$ cat src/rtl/lab_pkg.sv
// Shared types and constants for the drawing lab: VGA geometry, engine FSM states
// and the pixel record carried from the engines to the VGA adapter.
package lab_pkg;

  localparam int VGA_W       = 160;
  localparam int VGA_H       = 120;
  localparam int FILL_CYCLES = VGA_W * VGA_H;

  typedef enum logic [1:0] {
    FSM_IDLE,
    FSM_BUSY,
    FSM_DONE
  } e_FSM_state;

  typedef enum logic [2:0] {
    IDLE,
    SCAN,
    RUN,
    RELEASE,
    FIN
  } e_seq_state;

  typedef struct packed {
    logic [7:0] x;
    logic [6:0] y;
    logic [2:0] colour;
  } pixel_t;

endpackage

$ cat src/rtl/draw_sequencer_plot_mux.sv
// Registered pixel selector: forwards the selected engine's pixel to the VGA adapter
// one cycle later, gating plot outside the active window and holding x/y/colour.
module plot_mux
  import lab_pkg::*;
#(
  parameter int N_ENG = 2,
  parameter int CUR_W = $clog2(N_ENG) + 1
) (
  input  logic               clk,
  input  logic               rst,
  input  logic               active,
  input  logic [CUR_W-1:0]   sel,
  input  logic [8*N_ENG-1:0] eng_x,
  input  logic [7*N_ENG-1:0] eng_y,
  input  logic [3*N_ENG-1:0] eng_vcol,
  input  logic [N_ENG-1:0]   eng_plot,
  output logic [7:0]         vga_x,
  output logic [6:0]         vga_y,
  output logic [2:0]         vga_colour,
  output logic               vga_plot
);

  pixel_t pix_q, pix_d;
  logic   plot_q, plot_d;

  // NOTE: every signal gets a default before any branch so no latch is inferred.
  always_comb begin
    pix_d  = pix_q;
    plot_d = 1'b0;
    if (active) begin
      for (int i = 0; i < N_ENG; i++) begin
        if (sel == CUR_W'(i)) begin
          pix_d.x      = eng_x[8*i +: 8];
          pix_d.y      = eng_y[7*i +: 7];
          pix_d.colour = eng_vcol[3*i +: 3];
          plot_d       = eng_plot[i];
        end
      end
    end
  end

  // NOTE: state uses non-blocking assignments; reset is synchronous, sampled on clk.
  always_ff @(posedge clk) begin
    if (rst) begin
      pix_q  <= '0;
      plot_q <= 1'b0;
    end else begin
      pix_q  <= pix_d;
      plot_q <= plot_d;
    end
  end

  assign vga_x      = pix_q.x;
  assign vga_y      = pix_q.y;
  assign vga_colour = pix_q.colour;
  assign vga_plot   = plot_q;

endmodule

$ cat src/rtl/draw_sequencer.sv
// Runs each enabled drawing engine in ascending slot order over the single VGA plot
// port, programming its colour and aborting any engine that holds start too long.
module draw_sequencer
  import lab_pkg::*;
#(
  parameter int N_ENG   = 2,
  parameter int TIMEOUT = 65536
) (
  input  logic               clk,
  input  logic               rst,
  input  logic               start,
  output logic               done,
  input  logic [N_ENG-1:0]   eng_en,
  input  logic [3*N_ENG-1:0] colour_cfg,
  output logic [N_ENG-1:0]   eng_start,
  output logic [3*N_ENG-1:0] eng_colour,
  input  logic [N_ENG-1:0]   eng_done,
  input  logic [8*N_ENG-1:0] eng_x,
  input  logic [7*N_ENG-1:0] eng_y,
  input  logic [3*N_ENG-1:0] eng_vcol,
  input  logic [N_ENG-1:0]   eng_plot,
  output logic [7:0]         vga_x,
  output logic [6:0]         vga_y,
  output logic [2:0]         vga_colour,
  output logic               vga_plot,
  output logic [N_ENG-1:0]   err
);

  // One extra cur bit lets SCAN see that it has walked past the last slot.
  localparam int              CUR_W   = $clog2(N_ENG) + 1;
  localparam int              WD_W    = $clog2(TIMEOUT);
  localparam logic [WD_W-1:0] WD_LAST = WD_W'(TIMEOUT - 1);

  e_seq_state         state_q, state_d;
  logic [CUR_W-1:0]   cur_q, cur_d;
  logic [WD_W-1:0]    wd_q, wd_d;
  logic [N_ENG-1:0]   en_q, en_d;
  logic [3*N_ENG-1:0] col_q, col_d;
  logic [N_ENG-1:0]   err_q, err_d;
  logic               to_q, to_d;

  logic [N_ENG-1:0]   cur_oh;
  logic               cur_done;
  logic               scan_hit;
  logic [CUR_W-1:0]   scan_idx;

  always_comb begin
    cur_oh = '0;
    for (int i = 0; i < N_ENG; i++) begin
      cur_oh[i] = (cur_q == CUR_W'(i));
    end
  end

  // Done from any slot other than the current one is ignored.
  assign cur_done = |(eng_done & cur_oh);

  // Descending walk so the lowest enabled slot at or above cur wins.
  always_comb begin
    scan_hit = 1'b0;
    scan_idx = '0;
    for (int i = N_ENG - 1; i >= 0; i--) begin
      if (en_q[i] && (CUR_W'(i) >= cur_q)) begin
        scan_hit = 1'b1;
        scan_idx = CUR_W'(i);
      end
    end
  end

  always_ff @(posedge clk) begin
    if (rst) begin
      state_q <= IDLE;
      cur_q   <= '0;
      wd_q    <= '0;
      en_q    <= '0;
      col_q   <= '0;
      err_q   <= '0;
      to_q    <= 1'b0;
    end else begin
      state_q <= state_d;
      cur_q   <= cur_d;
      wd_q    <= wd_d;
      en_q    <= en_d;
      col_q   <= col_d;
      err_q   <= err_d;
      to_q    <= to_d;
    end
  end

  always_comb begin
    state_d = state_q;
    cur_d   = cur_q;
    wd_d    = wd_q;
    en_d    = en_q;
    col_d   = col_q;
    err_d   = err_q;
    to_d    = to_q;
    unique case (state_q)
      IDLE: begin
        if (start) begin
          en_d    = eng_en;
          col_d   = colour_cfg;
          err_d   = '0;
          cur_d   = '0;
          state_d = SCAN;
        end
      end
      SCAN: begin
        wd_d = '0;
        to_d = 1'b0;
        if (scan_hit) begin
          cur_d   = scan_idx;
          state_d = RUN;
        end else begin
          state_d = FIN;
        end
      end
      RUN: begin
        wd_d = wd_q + 1'b1;
        if (cur_done) begin
          state_d = RELEASE;
        end else if (wd_q == WD_LAST) begin
          err_d   = err_q | cur_oh;
          to_d    = 1'b1;
          state_d = RELEASE;
        end
      end
      RELEASE: begin
        // A hung engine may never drop done, so an aborted slot leaves at once.
        if (to_q || !cur_done) begin
          cur_d   = cur_q + 1'b1;
          state_d = SCAN;
        end
      end
      FIN: begin
        if (!start) state_d = IDLE;
      end
      default: state_d = IDLE;
    endcase
  end

  always_comb begin
    eng_start = '0;
    done      = 1'b0;
    if (state_q == RUN) eng_start = cur_oh;
    if (state_q == FIN) done = 1'b1;
  end

  assign eng_colour = col_q;
  assign err        = err_q;

  plot_mux #(
    .N_ENG (N_ENG),
    .CUR_W (CUR_W)
  ) u_plot_mux (
    .clk        (clk),
    .rst        (rst),
    .active     (state_q == RUN),
    .sel        (cur_q),
    .eng_x      (eng_x),
    .eng_y      (eng_y),
    .eng_vcol   (eng_vcol),
    .eng_plot   (eng_plot),
    .vga_x      (vga_x),
    .vga_y      (vga_y),
    .vga_colour (vga_colour),
    .vga_plot   (vga_plot)
  );

endmodule

$ cat config.mk
export PLATFORM = sky130hd
export DESIGN_NAME = draw_sequencer
export DESIGN_NICKNAME = d
export VERILOG_FILES = /design/src/rtl/lab_pkg.sv /design/src/rtl/draw_sequencer_plot_mux.sv /design/src/rtl/draw_sequencer.sv
export SDC_FILE = /design/constraint.sdc
export NUM_CORES = 1
export LEC_CHECK = 0
export BUFFER_PORTS_ARGS = -buffer_cell sky130_fd_sc_hd__buf_2
export CORE_MARGIN = 2
export CORE_UTILIZATION = 50
export CTS_CLUSTER_DIAMETER = 50
export DETAILED_ROUTE_END_ITERATION = 7
export PLACE_DENSITY = 0.79
export SLEW_MARGIN = 20
export SYNTH_ARGS = -nofsm -noshare
export SYNTH_HDL_FRONTEND = slang
export SYNTH_SLANG_ARGS = --single-unit
$ cat constraint.sdc
create_clock -name clk -period 1.9 [get_ports clk]
set_input_delay 0.19 -clock clk [delete_from_list [all_inputs] [get_ports clk]]
set_output_delay 0.19 -clock clk [all_outputs]
set_load 0.005 [all_outputs]
==> flow_summary.ini <==
[power]
swShare = 0.2743
seq_power_share = 0.537
p_sw_mw = 0.5740
power_frac_clock = 0.319
power_frac_comb = 0.144
power.density_nw_per_um2 = 677.1
irDropWorstVdd_v = 0.0004492
p_int_mw = 1.519
p_leak_nw = 1.271
p_total_mw = 2.093

[die]
die-area_um2 = 5505
die_w_um = 74.20
core-area_um2 = 4723
num_io_pins = 81
start_util = 0.5216
die_h_um = 74.20
core.rowCount = 25

[sta]
period_minus_slack_ns = 1.759
tightestPinTransition_ns = 0.3931
rsz0062_at_grt = no
slew_headroom = 0.7364
maxSlewViolCount = 0
clock.fmax_mhz = 568.6
hold_viol = 0
fin_crit_sh = 0.9257
fin_skew_ns = 0.006356
setup_viol = 0
setup-tns-final_ns = 0

[clock_tree]
cts_buffers = 5
cts_sinks = 51
clock_path_buffers = 2
cts_tree = built
clkSlewWorstSetupHoldPaths_ns = 0.09
htree_levels = 2
cts.hold.buffers_added = 0
worstSkewPairLatency_ns = 0.32
cts_root_buf = clkbuf_8

[finish]
final_layout_size_suffix_gt1_frac = 0.3196
fillCellCount = 396
diodes = 0
area_growth_syn_to_layout_pct = 25.44
fin_nets = 416

[flow_run]
drv_cap = 0

[min_path]
hold_class = in2reg
whs_endpoint = eng_colour[1]
hp-start = colour_cfg[1]
holdPathStages = 3

[grt]
grt_pass1_vias = 2113
grt_start_max_net_pins = 37
grt_overflow = 0
grtUsageMet1 = 0.2546
use_met2 = 0.3631
grt_pass1_wl_mm = 9.135
busiest_layer = met2
grt_use_total = 0.2133
use_met3 = 0.06233
antenna_found_initial = 0

[synthesis]
synth-main-ff-cell = dfxtp_1
yosys.cell_types.count = 49
ys_seq_area_frac = 0.4144
ys_ff_latch = 51
synth_nets = 335
synth_edf_count = 0
syn_area_um2 = 2464
yosys_warnings = 0
avgSynthCellArea_um2 = 8.767
syn-instance-count = 281
async_reset_ff_frac = 0

[setup_path]
critPathLaunchType = flip-flop
cp-startpoint = cur_q[1]
crit_arrival_ns = 1.57
crit_fanout = 21
critPathRequiredTime_ns = 1.71
end_kind = primary output
rrSetupSlack_ns = 0.17
r2r_cells = 5
reg2reg_to = err[0]
worst-setup-path-type = reg2out
r2r_start = wd_q[0]

[run_status]
status = complete, no violations

[route]
drtIter0Drc = 80
viasPerCell = 5.458
firstDrtPassIters = 4
wl_per_cell_um = 13.37
vias = 2347
totalWireLength_mm = 5.749
antenna_left = 0
drc = 0

[placed_design]
hpwl_mm = 4.212
place_congestion = 0.8148
portBuffers = 80
how the worst max path moves through the flow:
stage,to,slack [ns],cells after the start
CTS,err[0],0.04,4
global route,eng_start[1],0.03,5
floorplan,wd_q[7],0.11,7
global placement,err[0],0.14,4
finish,eng_start[1],0.14,5
detailed placement,err[0],0.07,4
metrics by stage:
stage / std cells / util / instance area (um^2) / setup WS [ns] / hold slack [ns]
2_1_floorplan: 281 / - / 2464 / 0.1102 / 0.3260
3_3_place_gp: 421 / 0.6294 / 2973 / 0.1361 / 0.4320
3_5_place_dp: 421 / 0.6294 / 2973 / 0.06638 / 0.4374
4_1_cts: 429 / 0.6498 / 3069 / 0.04075 / 0.09641
5_1_grt: 430 / 0.6543 / 3090 / 0.03048 / 0.09736
6_report: 430 / 0.6543 / 3090 / 0.1412 / 0.1017
cell usage after synthesis, types with 3 or more instances:
library cell | instances | area [um^2]
dfxtp_1 | 51 | 1021
nor2_1 | 38 | 142.6
nand2_1 | 27 | 101.4
a21oi_1 | 22 | 110.1
a211oi_1 | 19 | 142.6
mux2i_1 | 19 | 190.2
clkbuf_1 | 15 | 56.30
nand3_1 | 7 | 35.03
nand4_1 | 5 | 31.28
inv_1 | 4 | 15.01
nor3_1 | 4 | 20.02
o21ai_0 | 4 | 20.02
or3_1 | 4 | 25.02
a22o_1 | 3 | 26.28
buf_1 | 3 | 11.26
ha_1 | 3 | 37.54
nand2b_1 | 3 | 18.77
nand3b_1 | 3 | 22.52
what timing repair did:
item                       in CTS  in global routing
buffers inserted                0                  1
resized for setup               0                  3
setup endpoints to repair       0                  8
state kept, by name, summed over array words and instances, names as in the netlist:
signal	count
u_plot_mux.vga_colour	3
cur_q	2
eng_colour	6
u_plot_mux.vga_plot	1
u_plot_mux.vga_y	7
u_plot_mux.vga_x	8
state_q	3
to_q	1
en_q	2
err	2
wd_q	16
layout make-up:
type / instances / area (um^2) / area share
multi-input combinational: 204 / 1338 / 0.4328
sequential: 51 / 1021 / 0.3304
timing repair buffer: 96 / 536.8 / 0.1737
tap: 67 / 83.83 / 0.02713
clock buffer: 5 / 68.82 / 0.02227
clock inverter: 3 / 27.53 / 0.008907
inverter: 4 / 15.01 / 0.004858
power groups by stage:
stage                     clock network [mW]  registers [mW]  logic, mW
final                                  0.668            1.12      0.302
after global routing                   0.725            1.13      0.334
after CTS                              0.689            1.12      0.299
after detailed placement                   0            1.15      0.298
after global placement                     0            1.15      0.291
after floorplan                            0            1.15      0.164
layout by cell type, fill, tap and decap left out, drive strengths merged, types with 5 or more instances in the layout:
cell type,instances
a211oi,19
a21oi,22
buf,96
clkbuf,5
dfxtp,51
inv,6
mux2i,19
nand2,27
nand3,7
nand4,5
nor2,39
cells by family (layout without fill, tap and decap cells):
family          Yosys count  count (layout)  share of synthesized area
mux                      21              21                    0.08634
buf+inv                  26             108                    0.04672
compound gates           68              68                     0.1889
xor+xnor                  1               1                   0.003556
flops                    51              51                     0.4144
fa+ha+maj                 3               3                    0.01524
simple gates            111             111                     0.2448
critical path, cell delays in order, from the launching register on:
cell and delay (ns):
dfxtp_1 0.32, inv_1 0.09, ha_1 0.29, buf_6 0.28
and2_1 0.17, buf_2 0.11
per-layer routing:
layer / up-vias / wire length (um)
met5: - / 0
met4: 0 / 75
met3: 8 / 367
met2: 78 / 2816
met1: 1081 / 2490
li1: 1180 / -
Power figures use the tool's default switching activity.
